**src/rtl/mem_wb_stage_if.sv**
```systemverilog
// Memory/write-back stage bus: memory-stage inputs, pipeline control and the
// register-file write port. Optional MEMWB_FWD_EN adds the forwarding outputs.
interface mem_wb_stage_if #(
  parameter int CNT_W = 32
);
  logic             inValid;
  logic             inRegWrite;
  logic             inMemToReg;
  logic [2:0]       inLoadType;
  logic [4:0]       inWriteRes;
  logic [31:0]      inAluResult;
  logic [31:0]      inMemData;
  logic             stall;
  logic             flush;
  logic             regWrite;
  logic [4:0]       writeRes;
  logic [31:0]      writeData;
  logic             outValid;
  logic [CNT_W-1:0] retireCnt;
  logic             alignErr;
`ifdef MEMWB_FWD_EN
  logic             fwdValid;
  logic [4:0]       fwdRes;
  logic [31:0]      fwdData;

  modport master (
    output inValid, inRegWrite, inMemToReg, inLoadType, inWriteRes,
           inAluResult, inMemData, stall, flush,
    input  regWrite, writeRes, writeData, outValid, retireCnt, alignErr,
           fwdValid, fwdRes, fwdData
  );
  modport slave (
    input  inValid, inRegWrite, inMemToReg, inLoadType, inWriteRes,
           inAluResult, inMemData, stall, flush,
    output regWrite, writeRes, writeData, outValid, retireCnt, alignErr,
           fwdValid, fwdRes, fwdData
  );
`else
  modport master (
    output inValid, inRegWrite, inMemToReg, inLoadType, inWriteRes,
           inAluResult, inMemData, stall, flush,
    input  regWrite, writeRes, writeData, outValid, retireCnt, alignErr
  );
  modport slave (
    input  inValid, inRegWrite, inMemToReg, inLoadType, inWriteRes,
           inAluResult, inMemData, stall, flush,
    output regWrite, writeRes, writeData, outValid, retireCnt, alignErr
  );
`endif
endinterface

```
**src/rtl/mem_wb_stage.sv**
```systemverilog
// MEM/WB pipeline stage: captures the memory-stage result, extracts load data
// (big-endian byte/halfword with sign/zero extension), suppresses writes to x0
// and misaligned loads, counts retired writes and flags alignment errors.
// Optional feature macro MEMWB_FWD_EN: mirrors the write port on fwd* outputs.
module mem_wb_stage #(
  parameter int DATA_W = 32,
  parameter int CNT_W  = 32
) (
  input logic            clk,
  input logic            reset,
  mem_wb_stage_if.slave  bus
);

  logic              valid_q, valid_d;
  logic              rw_q, rw_d;
  logic              m2r_q, m2r_d;
  logic [2:0]        ltype_q, ltype_d;
  logic [4:0]        res_q, res_d;
  logic [DATA_W-1:0] alu_q, alu_d;
  logic [DATA_W-1:0] mdata_q, mdata_d;
  logic [CNT_W-1:0]  cnt_q, cnt_d;
  logic              aerr_q, aerr_d;

  logic [1:0]        addr_lo;
  logic [7:0]        byte_sel;
  logic [15:0]       half_sel;
  logic [DATA_W-1:0] load_data;
  logic              mis_raw;
  logic              misaligned;
  logic              reg_write;

  // Next-state of the holding register: flush kills the slot, stall holds it.
  always_comb begin
    valid_d = valid_q;
    rw_d    = rw_q;
    m2r_d   = m2r_q;
    ltype_d = ltype_q;
    res_d   = res_q;
    alu_d   = alu_q;
    mdata_d = mdata_q;
    if (bus.flush) begin
      valid_d = 1'b0;
    end else if (!bus.stall) begin
      valid_d = bus.inValid;
      rw_d    = bus.inRegWrite;
      m2r_d   = bus.inMemToReg;
      ltype_d = bus.inLoadType;
      res_d   = bus.inWriteRes;
      alu_d   = bus.inAluResult;
      mdata_d = bus.inMemData;
    end
  end

  // Holding register update.
  always_ff @(posedge clk or negedge reset) begin
    if (!reset) begin
      valid_q <= 1'b0;
      rw_q    <= 1'b0;
      m2r_q   <= 1'b0;
      ltype_q <= 3'd0;
      res_q   <= 5'd0;
      alu_q   <= '0;
      mdata_q <= '0;
    end else begin
      valid_q <= valid_d;
      rw_q    <= rw_d;
      m2r_q   <= m2r_d;
      ltype_q <= ltype_d;
      res_q   <= res_d;
      alu_q   <= alu_d;
      mdata_q <= mdata_d;
    end
  end

  // Load extraction and alignment check; unknown load codes act as lw.
  always_comb begin
    addr_lo = alu_q[1:0];
    case (addr_lo)
      2'd0:    byte_sel = mdata_q[31:24];
      2'd1:    byte_sel = mdata_q[23:16];
      2'd2:    byte_sel = mdata_q[15:8];
      default: byte_sel = mdata_q[7:0];
    endcase
    half_sel  = addr_lo[1] ? mdata_q[15:0] : mdata_q[31:16];
    load_data = mdata_q;
    mis_raw   = 1'b0;
    case (ltype_q)
      3'b001: load_data = {{(DATA_W-8){byte_sel[7]}}, byte_sel};
      3'b010: load_data = {{(DATA_W-8){1'b0}}, byte_sel};
      3'b011: begin
        load_data = {{(DATA_W-16){half_sel[15]}}, half_sel};
        mis_raw   = addr_lo[0];
      end
      3'b100: begin
        load_data = {{(DATA_W-16){1'b0}}, half_sel};
        mis_raw   = addr_lo[0];
      end
      default: begin
        load_data = mdata_q;
        mis_raw   = (addr_lo != 2'd0);
      end
    endcase
    misaligned = m2r_q & mis_raw;
    reg_write  = valid_q & rw_q & (res_q != 5'd0) & ~misaligned;
  end

  // Retire counter advances only on edges where the register file commits
  // a fresh write (a stalled write is a harmless repeat, not a new retire).
  always_comb begin
    cnt_d  = cnt_q;
    aerr_d = aerr_q | (valid_q & rw_q & misaligned);
    if (reg_write && !bus.stall) begin
      cnt_d = cnt_q + 1'b1;
    end
  end

  // Debug state: retired-write counter and sticky alignment error.
  always_ff @(posedge clk or negedge reset) begin
    if (!reset) begin
      cnt_q  <= '0;
      aerr_q <= 1'b0;
    end else begin
      cnt_q  <= cnt_d;
      aerr_q <= aerr_d;
    end
  end

  assign bus.regWrite  = reg_write;
  assign bus.writeRes  = res_q;
  assign bus.writeData = m2r_q ? load_data : alu_q;
  assign bus.outValid  = valid_q;
  assign bus.retireCnt = cnt_q;
  assign bus.alignErr  = aerr_q;

`ifdef MEMWB_FWD_EN
  assign bus.fwdValid = reg_write;
  assign bus.fwdRes   = res_q;
  assign bus.fwdData  = m2r_q ? load_data : alu_q;
`endif

endmodule

```
**src/flat_wrapper.sv**
```systemverilog
// flat-port wrapper written by rule: the top's interface ports become plain ports
module mem_wb_stage_flat 
#(
  parameter int DATA_W = 32,
  parameter int CNT_W  = 32
)
  (clk, reset, bus_inValid, bus_inRegWrite, bus_inMemToReg, bus_inLoadType, bus_inWriteRes, bus_inAluResult, bus_inMemData, bus_stall, bus_flush, bus_regWrite, bus_writeRes, bus_writeData, bus_outValid, bus_retireCnt, bus_alignErr);
  mem_wb_stage_if #(.CNT_W(CNT_W)) bus_i ();
  input logic clk;
  input logic reset;
  input wire logic [$bits(bus_i.inValid)-1:0] bus_inValid;
  input wire logic [$bits(bus_i.inRegWrite)-1:0] bus_inRegWrite;
  input wire logic [$bits(bus_i.inMemToReg)-1:0] bus_inMemToReg;
  input wire logic [$bits(bus_i.inLoadType)-1:0] bus_inLoadType;
  input wire logic [$bits(bus_i.inWriteRes)-1:0] bus_inWriteRes;
  input wire logic [$bits(bus_i.inAluResult)-1:0] bus_inAluResult;
  input wire logic [$bits(bus_i.inMemData)-1:0] bus_inMemData;
  input wire logic [$bits(bus_i.stall)-1:0] bus_stall;
  input wire logic [$bits(bus_i.flush)-1:0] bus_flush;
  output wire logic [$bits(bus_i.regWrite)-1:0] bus_regWrite;
  output wire logic [$bits(bus_i.writeRes)-1:0] bus_writeRes;
  output wire logic [$bits(bus_i.writeData)-1:0] bus_writeData;
  output wire logic [$bits(bus_i.outValid)-1:0] bus_outValid;
  output wire logic [$bits(bus_i.retireCnt)-1:0] bus_retireCnt;
  output wire logic [$bits(bus_i.alignErr)-1:0] bus_alignErr;
  assign bus_i.inValid = bus_inValid;
  assign bus_i.inRegWrite = bus_inRegWrite;
  assign bus_i.inMemToReg = bus_inMemToReg;
  assign bus_i.inLoadType = bus_inLoadType;
  assign bus_i.inWriteRes = bus_inWriteRes;
  assign bus_i.inAluResult = bus_inAluResult;
  assign bus_i.inMemData = bus_inMemData;
  assign bus_i.stall = bus_stall;
  assign bus_i.flush = bus_flush;
  assign bus_regWrite = bus_i.regWrite;
  assign bus_writeRes = bus_i.writeRes;
  assign bus_writeData = bus_i.writeData;
  assign bus_outValid = bus_i.outValid;
  assign bus_retireCnt = bus_i.retireCnt;
  assign bus_alignErr = bus_i.alignErr;
  mem_wb_stage #(.DATA_W(DATA_W), .CNT_W(CNT_W)) u_core (.clk(clk), .reset(reset), .bus(bus_i));
endmodule
```
**config.mk**
```make
export PLATFORM = sky130hd
export DESIGN_NAME = mem_wb_stage_flat
export DESIGN_NICKNAME = d
export VERILOG_FILES = /design/src/rtl/mem_wb_stage_if.sv /design/src/rtl/mem_wb_stage.sv /design/src/flat_wrapper.sv
export SDC_FILE = /design/constraint.sdc
export NUM_CORES = 1
export LEC_CHECK = 0
export CAP_MARGIN = 20
export CORE_MARGIN = 1.5
export CORE_UTILIZATION = 40
export DETAILED_ROUTE_END_ITERATION = 10
export GPL_TIMING_DRIVEN = 0
export PLACE_DENSITY = 0.68
export REMOVE_ABC_BUFFERS = 1
export SLEW_MARGIN = 20
export SYNTH_ARGS = -nofsm -noshare
export SYNTH_HDL_FRONTEND = slang
export SYNTH_SLANG_ARGS = --single-unit
```
**constraint.sdc**
```tcl
create_clock -name clk -period 3.5 [get_ports clk]
set_clock_uncertainty 0.1 [all_clocks]
set_input_delay 0.875 -clock clk [delete_from_list [all_inputs] [get_ports clk]]
set_output_delay 0.875 -clock clk [all_outputs]
set_load 0.02 [all_outputs]
```
Word level (Yosys, flattened, before mapping)
Index checks and enable logic that the tools add are counted. W data, S select, Z words.

Register bits: 108. Output and inout port bits: 72. Logic and storage cells: 41.

$add $sub $neg: 1. Equality and inequality tests: 7. Muxes and demuxes: 7. Bitwise operators: 9. Reduce and logical (&&, ||, !) cells: 8.

Operators with widths (count): $pmux W32 S4 (1); $add A32 B1 Y32 const B (1); $mux W32 (1); $pmux W8 S3 (1); $mux W16 (1); $eq A3 B2 Y1 const B (2); $and A1 B1 Y1 (5); $reduce_bool A5 Y1 (1); $reduce_or A2 Y1 (2); $eq A3 B1 Y1 const B (1); $eq A3 B3 Y1 const B (1); $not A1 Y1 (3); $eq A2 B1 Y1 const B (1); $eq A2 B2 Y1 const B (1); $logic_not A2 Y1 (1); $mux W1 (2); $ne A2 B1 Y1 const B (1); $pmux W1 S2 (1); $reduce_and A2 Y1 (1); $reduce_bool A2 Y1 (1); $logic_and A1 B1 Y1 (1); $logic_not A1 Y1 (1); $or A1 B1 Y1 (1).

Logic depth before layout (Yosys ltp)
Gate-level depths: netlist of the first run.

Depth after elaboration: 7. Depth in mapped cells: 8. Mapped depth without buffers: 5.

Least setup slack after synthesis of the first run
No wires, ideal clock.

Path kind: register to output. From: reg u_core.alu_q[1]. To: out bus_writeData[20]. Arrival time: 2.056 ns. Required time: 2.525 ns. Setup slack: 0.469 ns. Cell stages (with the launch flop): 9. Buffers on the path: 3. Cells stage by stage: dfrtp_1 clkbuf_1 mux4_2 nand2_1 a21oi_1 nor2b_1 clkbuf_1 clkbuf_1 a21oi_1.

Word-level cells in the longest chain between the ends: 4. Elaborated cells on any way between the ends: 7. Classes of those cells: eq/ne (2); mux (4); reduce/logical (1).

RTL lines: from (decl) (RTL line mem_wb_stage.sv:19) `logic [DATA_W-1:0] alu_q, alu_d;`; from (signal assigned) (RTL line mem_wb_stage.sv:70) `alu_q <= alu_d;`; $eq A2 B2 Y1, or another cell as far along (RTL line mem_wb_stage.sv:78) `case (addr_lo)`; $pmux W8 S3 (RTL line mem_wb_stage.sv:78); $pmux W32 S4 (*) (RTL line mem_wb_stage.sv:87) `case (ltype_q)`; $mux W32 (*) (RTL line mem_wb_stage.sv:130) `assign bus.writeData = m2r_q ? load_data : alu_q;`; to (decl) (RTL line flat_wrapper.sv:22) `output wire logic [$bits(bus_i.writeData)-1:0] bus_writeData;`.

Mark *: on every way between the ends. The rest lies on a longest branch, timed or not.

Worst setup path in the final report of the first run
From: reg u_core.ltype_q[1]. To: out bus_writeData[12].

Word-level cells in the longest chain between the ends: 3. Elaborated cells on any way between the ends: 6. Classes of those cells: eq/ne (4); mux (2).

RTL lines: from (decl) (RTL line mem_wb_stage.sv:17) `logic [2:0] ltype_q, ltype_d;`; from (signal assigned) (RTL line mem_wb_stage.sv:68) `ltype_q <= ltype_d;`; $eq A3 B3 Y1, or another cell as far along (RTL line mem_wb_stage.sv:87); $pmux W32 S4 (*) (RTL line mem_wb_stage.sv:87); $mux W32 (*) (RTL line mem_wb_stage.sv:130).

Marks and branches as above.

==> flow_metrics.tcl, run 1 <==
set metrics [dict create \
    critical_path_maximum_fanout 15 \
    crit_type "reg -> out" \
    areaGrowthSynthToFinish_pct 43.0 \
    netlist_top_cells_area "sky130_fd_sc_hd__dfrtp_1 (49%), sky130_fd_sc_hd__mux2_2 (15%), sky130_fd_sc_hd__nor2_1 (3.9%)" \
    pwr_total_w 0.00401 \
    transition_at_the_pin_with_the_smallest_max_transition_slack_ns 0.694 \
    fmax_ghz 0.291 \
    dieWidth_um 120 \
    number_of_antenna_violations_at_the_first_check_in_global_routing 0 \
    chipHeight_um 120 \
    cts.sinks 108 \
    post-synth-top-area-cell "sky130_fd_sc_hd__dfrtp_1" \
    hold_buffers 0 \
    final_cell_count_no_fill 822 \
    synth-async-reset-ratio 1.00 \
    setup_tns_ns 0 \
    fillerInstances 1123 \
    htree_num_levels 3 \
    grt.total_usage 0.209 \
    placementRows 42 \
    critical_path_cell_count 5 \
    ys_warn_count 0 \
    power.density_cell_area_nw_per_um2 513 \
    io_buffer_count 150 \
    wl_per_cell_um 18.2 \
    globalplace.congestion 0.810 \
    post-dp-hpwl_um 9920 \
    cp_num_buf_inv 2 \
    synth.top_cell.area_share 0.494 \
    p_int_w 0.00275 \
    worstSetupStartpointType "flop" \
    synth_ff_type "sky130_fd_sc_hd__dfrtp_1" \
    grt_first_pass_wirelength_um 23600 \
    io_pins 151 \
    cts_inserted_buffers 9 \
    globalRouteOverflowTotal 0 \
    setup_repair_after_global_routing_missed_its_margin "true" \
    timing.reg2reg.worst_path_depth 5 \
    pin_count_of_the_biggest_net_entering_global_routing 69 \
    die_area_sq_um 14400 \
    timing.max_slew.rel_slack 0.538 \
    maxSlewViolCount 0 \
    yosys_register_bits 108 \
    nets 722 \
    power.net_switching_w 0.00126 \
    worstPathCellList "nor4b_4, buf_4, a221oi_1, a21oi_1, clkdlybuf4s50_1" \
    route.antenna.remaining_nets 0 \
    final_cell_mix "sky130_fd_sc_hd__clkdlybuf4s50_1 (121), sky130_fd_sc_hd__dfrtp_1 (102), sky130_fd_sc_hd__mux2_2 (73), sky130_fd_sc_hd__nor2_1 (56), sky130_fd_sc_hd__a21oi_1 (36)" \
    seq_area_frac_synth 0.494 \
    synthesis.area_per_instance_sq_um 11.1 \
    outcome "completed" \
    critical_path.max_stage_delay_ns 0.63 \
    vias 4499 \
    mostFrequentLayoutCell "sky130_fd_sc_hd__clkdlybuf4s50_1" \
    setup-violations-final 0 \
    seq_power_share 0.395 \
    synth_cells 491 \
    holdWs_ns 0.331 \
    hold_viol_final 0 \
    cpLargestDelayFamily "buffers and inverters" \
    critPathSlowestCell "sky130_fd_sc_hd__clkdlybuf4s50_1" \
    utilization 0.588 \
    vdd_drop_max_uv 307 \
    share_clk_of_total_power 0.292 \
    placeableCoreArea_sq_um 13300 \
    clk_root_buffer_cell "sky130_fd_sc_hd__clkbuf_16" \
    placed_cells 787 \
    insertedDiodeCount 0 \
    max-cap-violations 0 \
    tcrit_tclk_final 0.982 \
    netlist-cell-type-count 44 \
    clock_insertion_delay_worst_skew_ns 0.36 \
    hp-class "in -> async" \
    setup.worst_path.end_class "output pin" \
    drtIter0Drc 218 \
    number_of_detailed_route_iterations_in_the_first_pass 4 \
    r2r_setup_slack_ns 0.98 \
    syn-cell-area_sq_um 5470 \
    initial_core_util 0.411 \
    critical_path_arrival_ns 2.46 \
    cp.required_ns 2.52 \
    period_minus_ws_final_ns 3.44 \
    final_layout_size_suffix_gt1_frac 0.231 \
    vias_in_the_first_global_route 4442 \
    drc 0 \
    switching_share 0.314 \
    via_per_inst 5.47 \
    power_leakage_nw 3.24 \
    path_clk_slew_ns 0.07 \
    drt-total-wl_um 14900 \
    cts_tree "built" \
    synth-edff-count 0 \
    p_comb_frac 0.314 \
    cts-root-to-sink-buffers 2 \
]
==> metal layers <==
metal / track usage / vias to the layer above / routed length, um
li1: - / 2075 / -
met1: 0.277 / 2245 / 6530
met2: 0.340 / 170 / 7380
met3: 0.0556 / 9 / 885
met4: 0.0521 / 0 / 145
met5: 0 / - / 0
==> metrics by stage <==
step	instance area, sq um	worst slack (ns)
floorplan	5320	-1.19
global placement	7040	-3.35
detailed placement	7180	-0.739
CTS	7680	-0.0861
global route	7820	-0.0332
finish	7820	0.0637
==> cell type report <==
type / instances / area, sq um / share of cell area
tap: 176 / 220 / 0.0282
multi-input combinational: 340 / 2720 / 0.348
clock buffer: 10 / 239 / 0.0306
sequential: 108 / 2720 / 0.348
timing repair buffer: 174 / 1790 / 0.229
inverter: 9 / 33.8 / 0.00432
clock inverter: 5 / 100 / 0.0128
==> timing repair <==
item                                   CTS  global route
pin swaps                                1             1
setup endpoints to repair               33            15
setup buffers                           12             8
endpoints found under the hold margin    0             0
resized for setup                       41            16
==> power by group through the flow <==
stage	registers, W	logic, W	clock network [W]
finish	0.00158	0.00126	0.00117
global route	0.00161	0.00135	0.00124
CTS	0.00158	0.00122	0.00119
detailed placement	0.00160	0.00119	0
global placement	0.00159	0.00116	0
floorplan	0.00158	0.000626	0
==> worst register-to-register path, cell delays in order, from the launching register on <==
cell and delay [ns]:
sky130_fd_sc_hd__dfrtp_2 0.56, sky130_fd_sc_hd__nor2_4 0.16, sky130_fd_sc_hd__or3_1 0.50, sky130_fd_sc_hd__a2111oi_4 0.71
sky130_fd_sc_hd__nand3_1 0.20, sky130_fd_sc_hd__xnor2_1 0.17
==> path summary, 6_finish.rpt <==
| kind | start | end |
|---|---|---|
| setup / recovery | u_core.ltype_q[1] | bus_writeData[12] |
| hold / removal | reset | u_core.mdata_q[9] |
| setup reg to reg | u_core.ltype_q[0] | u_core.bus.retireCnt[17] |
| hold reg to reg | u_core.bus.alignErr | u_core.bus.alignErr |
| max in group asynchronous | reset | u_core.bus.retireCnt[21] |
| min in group clk | u_core.bus.alignErr | u_core.bus.alignErr |
==> kinds of logic after synthesis <==
group | count (synthesis) | synth area share
flip-flops | 108 | 0.494
XOR/XNOR | 33 | 0.0528
multiplexers | 84 | 0.189
buffers and inverters | 43 | 0.0329
AO/OA/AOI/OAI | 83 | 0.102
AND/OR/NAND/NOR | 139 | 0.127
adder cells (fa/ha/maj) | 1 | 0.00229
==> state kept, by name (all words and copies together), names as in the netlist <==
name,flops
u_core.bus.alignErr,1
u_core.alu_q,32
u_core.bus.retireCnt,32
u_core.ltype_q,3
u_core.rw_q,1
u_core.bus.outValid,1
u_core.mdata_q,32
u_core.m2r_q,1
u_core.bus.writeRes,5
==> cell usage after synthesis, types with 2 or more instances <==
cell,number
sky130_fd_sc_hd__and2_1,3
sky130_fd_sc_hd__nand2b_1,2
sky130_fd_sc_hd__nand3_1,15
sky130_fd_sc_hd__mux2_2,73
sky130_fd_sc_hd__nand2_1,26
sky130_fd_sc_hd__xor2_1,11
sky130_fd_sc_hd__inv_1,9
sky130_fd_sc_hd__nor2b_1,2
sky130_fd_sc_hd__nand4_1,13
sky130_fd_sc_hd__a22oi_1,15
sky130_fd_sc_hd__mux2i_1,3
sky130_fd_sc_hd__a21oi_1,38
sky130_fd_sc_hd__nor4_2,2
sky130_fd_sc_hd__and4_1,2
sky130_fd_sc_hd__clkbuf_1,26
sky130_fd_sc_hd__nor3_1,5
sky130_fd_sc_hd__o21ai_0,5
sky130_fd_sc_hd__buf_2,3
sky130_fd_sc_hd__mux4_2,8
sky130_fd_sc_hd__buf_6,2
sky130_fd_sc_hd__dfrtp_1,108
sky130_fd_sc_hd__or4_1,2
sky130_fd_sc_hd__a221oi_1,15
sky130_fd_sc_hd__and3_1,4
sky130_fd_sc_hd__xnor2_1,22
sky130_fd_sc_hd__buf_1,3
sky130_fd_sc_hd__nor2_1,57
Note: power is estimated with default switching activity, not from simulation.
==> run 2, diff against run 1 <==
Settings changed: CAP_MARGIN 20 to 10, GPL_TIMING_DRIVEN 0 to default, HOLD_SLACK_MARGIN from default to 0.02.
==> flow_metrics.tcl, run 2 (synthesis results as in run 1) <==
set metrics [dict create \
    period_minus_ws_final_ns 3.39 \
    seq_area_sq_um 2710 \
    route.antenna.remaining_nets 0 \
    critical_path_maximum_fanout 7 \
    setup_tns_ns 0 \
    clk_root_buffer_cell "sky130_fd_sc_hd__clkbuf_16" \
    cts_inserted_buffers 9 \
    max-cap-violations 0 \
    hold_viol_final 0 \
    placeableCoreArea_sq_um 13300 \
    die_area_sq_um 14400 \
    mostFrequentLayoutCell "sky130_fd_sc_hd__clkdlybuf4s50_1" \
    clock_insertion_delay_worst_skew_ns 0.35 \
    fmax_ghz 0.295 \
    drc 0 \
    nets 721 \
    globalRouteOverflowTotal 0 \
    io_buffer_count 150 \
    tcrit_tclk_final 0.968 \
    cp.required_ns 2.52 \
    share_clk_of_total_power 0.261 \
    drt-total-wl_um 15000 \
    pin_count_of_the_biggest_net_entering_global_routing 77 \
    number_of_antenna_violations_at_the_first_check_in_global_routing 0 \
    worstSetupStartpointType "flop" \
    vias 4467 \
    setup.worst_path.end_class "output pin" \
    crit_type "reg -> out" \
    seq_power_share 0.407 \
    multiInputGateArea_sq_um 2610 \
    utilization 0.572 \
    final_cell_mix "sky130_fd_sc_hd__clkdlybuf4s50_1 (125), sky130_fd_sc_hd__dfrtp_1 (104), sky130_fd_sc_hd__mux2_2 (73), sky130_fd_sc_hd__nor2_1 (56), sky130_fd_sc_hd__a21oi_1 (38)" \
    setup_repair_after_global_routing_missed_its_margin "false" \
    switching_share 0.328 \
    timing.max_slew.rel_slack 0.570 \
    number_of_detailed_route_iterations_in_the_first_pass 5 \
    met3_length_um 1200 \
    p_comb_frac 0.331 \
    setup-violations-final 0 \
    placed_cells 802 \
    maxSlewViolCount 0 \
    final_cell_count_no_fill 822 \
    post-dp-hpwl_um 10400 \
    power.net_switching_w 0.00125 \
    via_per_inst 5.43 \
    critical_path_arrival_ns 2.41 \
    layout_setup_ws_ns 0.110 \
    fillerInstances 1132 \
    final_layout_size_suffix_gt1_frac 0.209 \
    globalplace.congestion 0.833 \
    wl_per_cell_um 18.3 \
    vias_in_the_first_global_route 4511 \
    cts_tree "built" \
    hp-class "reg -> reg" \
    holdWs_ns 0.380 \
    hold_buffers 0 \
    grt.total_usage 0.214 \
    areaGrowthSynthToFinish_pct 39.0 \
    p_int_w 0.00255 \
    grt_first_pass_wirelength_um 24200 \
    io_pins 151 \
    initial_core_util 0.411 \
    wl_met2_um 6900 \
    placementRows 42 \
    top_signal_layer_used "met4" \
    htree_num_levels 3 \
    drtIter0Drc 250 \
    transition_at_the_pin_with_the_smallest_max_transition_slack_ns 0.645 \
    place_ws_ns 0.200 \
    insertedDiodeCount 0 \
    cts-root-to-sink-buffers 2 \
    vdd_drop_max_uv 280 \
    m1WireLength_um 6690 \
    power.density_cell_area_nw_per_um2 499 \
    outcome "completed" \
    chipHeight_um 120 \
    path_clk_slew_ns 0.07 \
    cts.sinks 108 \
    dieWidth_um 120 \
    power_leakage_nw 3.23 \
]
-- run 2: cell types whose count changed in the layout (fill, tap and decap cells not counted), sizes merged, moves of 3 or more --
cell	delta
bufinv	-3
clkdlybuf4s50	+4
dlymetal6s2s	+12
clkbuf	+3
clkdlybuf4s15	-3
dlygate4sd2	-13
-- run 2: metal layers --
metal | GRT usage | vias to the layer above
li1 | - | 2066
met1 | 0.297 | 2213
met2 | 0.331 | 171
met3 | 0.0509 | 17
met4 | 0.0707 | 0
met5 | 0 | -
-- run 2: what timing repair did --
action / 4_1_cts / 5_1_grt
cloned: 0 / 0
buffers inserted: 0 / 4
endpoints found under the setup margin: 31 / 23
resized for setup: 12 / 22
pin swaps: 0 / 1
-- run 2: per-stage QoR --
| step | total power [W] | instance area, sq um |
|---|---|---|
| final | 0.00380 | 7600 |
| after global routing | 0.00400 | 7600 |
| after CTS | 0.00383 | 7510 |
| after detailed placement | 0.00283 | 7220 |
| after global placement | 0.00280 | 7220 |
| after floorplan | 0.00221 | 5320 |
-- run 2: critical path, cell delays in order, from the launching register on --
cell                              delay [ns]
sky130_fd_sc_hd__dfrtp_2                0.45
sky130_fd_sc_hd__clkbuf_2               0.15
sky130_fd_sc_hd__o21ai_0                0.29
sky130_fd_sc_hd__o21ai_4                0.18
sky130_fd_sc_hd__a221oi_1               0.32
sky130_fd_sc_hd__a21oi_1                0.12
sky130_fd_sc_hd__clkdlybuf4s50_1        0.55
-- run 2: area by class of cell --
cell class / instances / area share
sequential: 108 / 0.356
inverter: 9 / 0.00445
multi-input combinational: 340 / 0.344
tap: 176 / 0.0290
timing repair buffer: 173 / 0.228
clock inverter: 4 / 0.00428
clock buffer: 12 / 0.0338
-- run 2: power by group through the flow --
stage	combinational, W	sequential, W	clock, W
5_1_grt	0.00136	0.00157	0.00107
2_1_floorplan	0.000626	0.00158	0
6_report	0.00126	0.00155	0.000992
4_1_cts	0.00126	0.00154	0.00103
3_5_place_dp	0.00127	0.00157	0
3_3_place_gp	0.00125	0.00155	0
-- run 2: worst paths after layout --
path | start | endpoint | slack [ns] | cells after the start
max reg2reg | u_core.ltype_q[0] | u_core.bus.retireCnt[31] | 1.03 | 6
min | u_core.bus.alignErr | u_core.bus.alignErr | 0.38 | 1
max in group asynchronous | reset | u_core.ltype_q[2] | 2.11 | 2
min in group asynchronous | reset | u_core.mdata_q[25] | 0.42 | 1
min reg2reg | u_core.bus.alignErr | u_core.bus.alignErr | 0.38 | 1
max | u_core.alu_q[1] | bus_writeData[13] | 0.11 | 6
